==> config.mk <==
export PLATFORM = sky130hd
export DESIGN_NAME = mem_port_arbiter
export DESIGN_NICKNAME = d
export VERILOG_FILES = /design/src/rtl/mem_port_arbiter.sv
export SDC_FILE = /design/constraint.sdc
export NUM_CORES = 1
export LEC_CHECK = 0
export CORE_MARGIN = 10
export CORE_UTILIZATION = 68
export DETAILED_ROUTE_END_ITERATION = 8
export DONT_BUFFER_PORTS = 1
export PLACE_DENSITY = 0.84
export SYNTH_ARGS = -nofsm -noshare
export SYNTH_HDL_FRONTEND = slang
export SYNTH_SLANG_ARGS = --single-unit
==> constraint.sdc <==
create_clock -name clk -period 13.25 [get_ports clk]
set_input_delay 1.9875 -clock clk [delete_from_list [all_inputs] [get_ports clk]]
set_output_delay 1.9875 -clock clk [all_outputs]
set_load 0.03 [all_outputs]
==> src/rtl/mem_port_arbiter.sv <==
// Two-port arbiter sharing one fixed-latency single-port memory.
// Port 0 is the CPU, port 1 the loader/DMA; ties alternate round-robin.
module mem_port_arbiter #(
  parameter int AW      = 32,
  parameter int DW      = 32,
  parameter int MEM_LAT = 1
) (
  input  logic          clk,
  input  logic          reset,
  input  logic          req0,
  input  logic          req1,
  input  logic          we0,
  input  logic          we1,
  input  logic [AW-1:0] addr0,
  input  logic [AW-1:0] addr1,
  input  logic [DW-1:0] wdata0,
  input  logic [DW-1:0] wdata1,
  output logic          ack0,
  output logic          ack1,
  output logic [DW-1:0] rdata0,
  output logic [DW-1:0] rdata1,
  output logic          mem_en,
  output logic          mem_we,
  output logic [AW-1:0] mem_addr,
  output logic [DW-1:0] mem_wdata,
  input  logic [DW-1:0] mem_rdata
);

  typedef enum logic [1:0] {
    IDLE   = 2'd0,
    ACCESS = 2'd1,
    WAIT   = 2'd2,
    RESP   = 2'd3
  } state_t;

  localparam logic [3:0] LAT_INIT = 4'(MEM_LAT - 1);

  state_t        state_q, state_d;
  logic          sel_q, sel_d;
  logic          last_gnt_q, last_gnt_d;
  logic          we_q, we_d;
  logic [3:0]    lat_cnt_q, lat_cnt_d;
  logic          ack0_q, ack0_d;
  logic          ack1_q, ack1_d;
  logic [DW-1:0] rdata0_q, rdata0_d;
  logic [DW-1:0] rdata1_q, rdata1_d;
  logic          mem_en_q, mem_en_d;
  logic          mem_we_q, mem_we_d;
  logic [AW-1:0] mem_addr_q, mem_addr_d;
  logic [DW-1:0] mem_wdata_q, mem_wdata_d;
  logic          gnt1;

  // On a tie the port that did not win last time goes next.
  assign gnt1 = req1 & (~req0 | ~last_gnt_q);

  always_comb begin
    state_d     = state_q;
    sel_d       = sel_q;
    last_gnt_d  = last_gnt_q;
    we_d        = we_q;
    lat_cnt_d   = lat_cnt_q;
    ack0_d      = 1'b0;
    ack1_d      = 1'b0;
    rdata0_d    = rdata0_q;
    rdata1_d    = rdata1_q;
    mem_en_d    = 1'b0;
    mem_we_d    = 1'b0;
    mem_addr_d  = mem_addr_q;
    mem_wdata_d = mem_wdata_q;
    case (state_q)
      IDLE: begin
        if (req0 | req1) begin
          sel_d       = gnt1;
          last_gnt_d  = gnt1;
          we_d        = gnt1 ? we1 : we0;
          mem_addr_d  = gnt1 ? addr1 : addr0;
          mem_wdata_d = gnt1 ? wdata1 : wdata0;
          mem_en_d    = 1'b1;
          mem_we_d    = we_d;
          state_d     = ACCESS;
        end
      end
      ACCESS: begin
        lat_cnt_d = LAT_INIT;
        state_d   = WAIT;
      end
      WAIT: begin
        if (lat_cnt_q == 4'd0) begin
          if (!we_q) begin
            if (sel_q) rdata1_d = mem_rdata;
            else       rdata0_d = mem_rdata;
          end
          ack0_d  = ~sel_q;
          ack1_d  = sel_q;
          state_d = RESP;
        end else begin
          lat_cnt_d = lat_cnt_q - 4'd1;
        end
      end
      RESP: begin
        state_d = IDLE;
      end
      default: begin
        state_d = IDLE;
      end
    endcase
  end

  always_ff @(posedge clk or posedge reset) begin
    if (reset) begin
      state_q     <= IDLE;
      sel_q       <= 1'b0;
      last_gnt_q  <= 1'b1;
      we_q        <= 1'b0;
      lat_cnt_q   <= 4'd0;
      ack0_q      <= 1'b0;
      ack1_q      <= 1'b0;
      rdata0_q    <= '0;
      rdata1_q    <= '0;
      mem_en_q    <= 1'b0;
      mem_we_q    <= 1'b0;
      mem_addr_q  <= '0;
      mem_wdata_q <= '0;
    end else begin
      state_q     <= state_d;
      sel_q       <= sel_d;
      last_gnt_q  <= last_gnt_d;
      we_q        <= we_d;
      lat_cnt_q   <= lat_cnt_d;
      ack0_q      <= ack0_d;
      ack1_q      <= ack1_d;
      rdata0_q    <= rdata0_d;
      rdata1_q    <= rdata1_d;
      mem_en_q    <= mem_en_d;
      mem_we_q    <= mem_we_d;
      mem_addr_q  <= mem_addr_d;
      mem_wdata_q <= mem_wdata_d;
    end
  end

  assign ack0      = ack0_q;
  assign ack1      = ack1_q;
  assign rdata0    = rdata0_q;
  assign rdata1    = rdata1_q;
  assign mem_en    = mem_en_q;
  assign mem_we    = mem_we_q;
  assign mem_addr  = mem_addr_q;
  assign mem_wdata = mem_wdata_q;

endmodule

==> impl_metrics.yaml <==
finish:
  final-seq-area_um2: 3530
  stdcell_area_um2: 6660
  fin_util_pct: 76.4
  final_cell_mix: "dfrtp_1 (140), nand2_1 (70), mux2i_1 (67), o21ai_0 (67), mux2_2 (35)"
  diodes: 0
  drive_gt1_share_pct: 22.1
  final_nets: 636
  area_growth_pct: 9.62
  final_common_cell: "dfrtp_1"
  multiInputGateArea_um2: 2340
  nFillCells: 529
critical_path:
  path_class: "in2reg"
  cp_cell_sequence: "o21ai_4 > buf_4 > o21ai_0"
  worstPathRequired_ns: 13.58
  setup.worst_path.start_class: "primary input"
  critPathMaxStageDelay_ns: 0.76
  critical-path-slowest-cell: "buf_4"
  cp-end-kind: "flop"
  crit_fanout: 102
  worstPathArrival_ns: 3.56
power:
  p_leak_nw: 3.29
  power_density_nw_per_um2: 321
  ir_worst_vdd_mv: 0.153
yosys:
  ys_seq_area_share_pct: 58.1
  ys_types: 34
  avgSynthCellArea_um2: 12.8
  netlist_instances: 473
  synth-seq-cells: 141
  synth_nets: 643
  synth_warnings: 0
  synthesis.area_um2: 6080
sta:
  drv_slew: 0
  setup_viol: 0
  skew_ns: 0.0119
  fin_ws_ns: 10.02
  hold_violations: 0
  timing.final.crit_share_pct: 24.3
  finalSetupTns_ns: 0
  fmax_ghz: 0.310
  rsz0062_at_grt: "false"
  fin_crit_ns: 3.23
  tightest_slew_ns: 1.04
  slew_headroom_pct: 30.9
cts:
  cts.sinks: 141
  numCtsBuffers: 17
  hold_buffers: 0
  cts_root_buf: "clkbuf_8"
  cts_resized: 0
  clk_latency_ns: 0.52
  cts_setup_buffers: 0
  cts_buffer_depth: 2
  h-tree-depth: 4
  cts_tree: "yes"
  clk_pin_slew_worst_paths_ns: 0.06
place:
  placed_area_um2: 6070
  io_buffers: 0
  gp_congestion: 0.813
  post-dp-hpwl_um: 12300
  dpl_worst_slack_ns: 9.53
grt:
  grt_pass1_wl_um: 24200
  antenna_found_initial: 0
  grt_max_degree: 103
  grt_overflow: 0
  grt.total_usage_pct: 24.0
  grt_pass1_vias: 4069
floorplan:
  core_um2: 8720
  ioPinCount: 298
  die_height_um: 115
  die_w_um: 115
  row_count: 34
  start_util_pct: 69.7
  die-area_um2: 13100
worst_hold_path:
  hp-class: "reg2reg"
outcome:
  status: "completed"
drt:
  routed_wl_um: 16200
  ant_nets: 0
  vias: 3615
  vias_per_cell: 6.16
  drc: 0
  drtIter0Drc: 163
  detail_route.first_pass.iterations: 5
  wire_per_inst_um: 27.7
job:
  cap_violations: 0
-- worst paths after layout --
path	from	to	slack, ns	cells past startpoint
max in group asynchronous	reset	mem_addr[8]	10.45	2
worst max register to register	state_q[0]	rdata0[2]	10.69	5
worst max-delay path	req0	mem_wdata[21]	10.02	3
worst min-delay path	sel_q	ack0	0.49	1
worst min register to register	sel_q	ack0	0.49	1
min in group asynchronous	reset	rdata0[8]	1.38	1
-- where the power goes --
part | total [W] | internal, W | leakage, nW | switching [W]
Clock | 0.000474 | 0.000293 | 0.279 | 0.000180
Sequential | 0.00123 | 0.000637 | 1.70 | 0.000589
Combinational | 0.000438 | 0.000230 | 1.31 | 0.000207
Total | 0.00214 | 0.00116 | 3.29 | 0.000977
-- through the flow --
stage | instances | total power [W] | hold slack (ns)
after floorplan | 473 | 0.00155 | 0.451
after global placement | 555 | 0.00164 | 0.468
after detailed placement | 555 | 0.00167 | 0.482
after CTS | 587 | 0.00216 | 0.482
after global routing | 587 | 0.00224 | 0.503
final | 587 | 0.00214 | 0.494
-- layout make-up --
cell class	instances	share of cell area [%]
Clock inverter	12	2.40
Clock buffer	20	6.54
Sequential cell	141	53.0
Inverter	7	0.470
Multi-Input combinational cell	295	35.1
Timing Repair Buffer	4	0.451
Tap cell	108	2.03
-- routing by layer --
layer	track usage, %	wire (µm)
met3	13.5	2230
met1	24.6	5470
met2	40.4	8300
met4	7.94	240
met5	0	0
-- flip-flops by register name, summed over array words and instances, names as in the netlist --
name,count
ack0,1
ack1,1
last_gnt_q,1
lat_cnt_q,4
mem_addr,32
mem_en,1
mem_wdata,32
mem_we,1
rdata0,32
rdata1,32
sel_q,1
state_q,2
we_q,1
-- worst max-delay path: cells and delay by family --
family | cells | cell delay (ns)
AOI/OAI and AO/OA | 2 | 0.78
buffers and inverters | 1 | 0.76
-- logic make-up (layout without fill, tap and decap cells) --
group                      count (synthesis)  in the layout  synth area share (%)
AOI/OAI and AO/OA                         74             74                  6.38
adders and majority gates                  4              4                 0.824
buffers and inverters                     37             43                  3.73
DFF                                      141            141                  58.1
muxes                                    132            132                  24.9
and+or+nand+nor                           85             85                  6.05
-- cell usage after synthesis (all sizes together) --
| library cell | number | area (µm²) |
|---|---|---|
| a311o | 1 | 10.0 |
| nand4bb | 1 | 11.3 |
| a22oi | 1 | 7.51 |
| nand3b | 1 | 7.51 |
| mux2 | 65 | 845 |
| or2b | 1 | 7.51 |
| or3b | 1 | 8.76 |
| nor3b | 1 | 7.51 |
| nand3 | 1 | 5.00 |
| dfrtp | 140 | 3500 |
| or3 | 2 | 12.5 |
| nor2 | 3 | 11.3 |
| a21oi | 1 | 5.00 |
| ha | 4 | 50.1 |
| clkbuf | 16 | 67.6 |
| and4bb | 1 | 12.5 |
| o21ai | 68 | 340 |
| inv | 7 | 26.3 |
| o22a | 1 | 8.76 |
| dfstp | 1 | 26.3 |
| a31oi | 1 | 6.26 |
| a21bo | 1 | 10.0 |
| nor4b | 1 | 8.76 |
| mux2i | 67 | 671 |
| buf | 14 | 133 |
| nand2 | 70 | 263 |
| and2 | 1 | 6.26 |
| nand2b | 1 | 6.26 |
No activity file was read; power rests on OpenSTA's default activity.
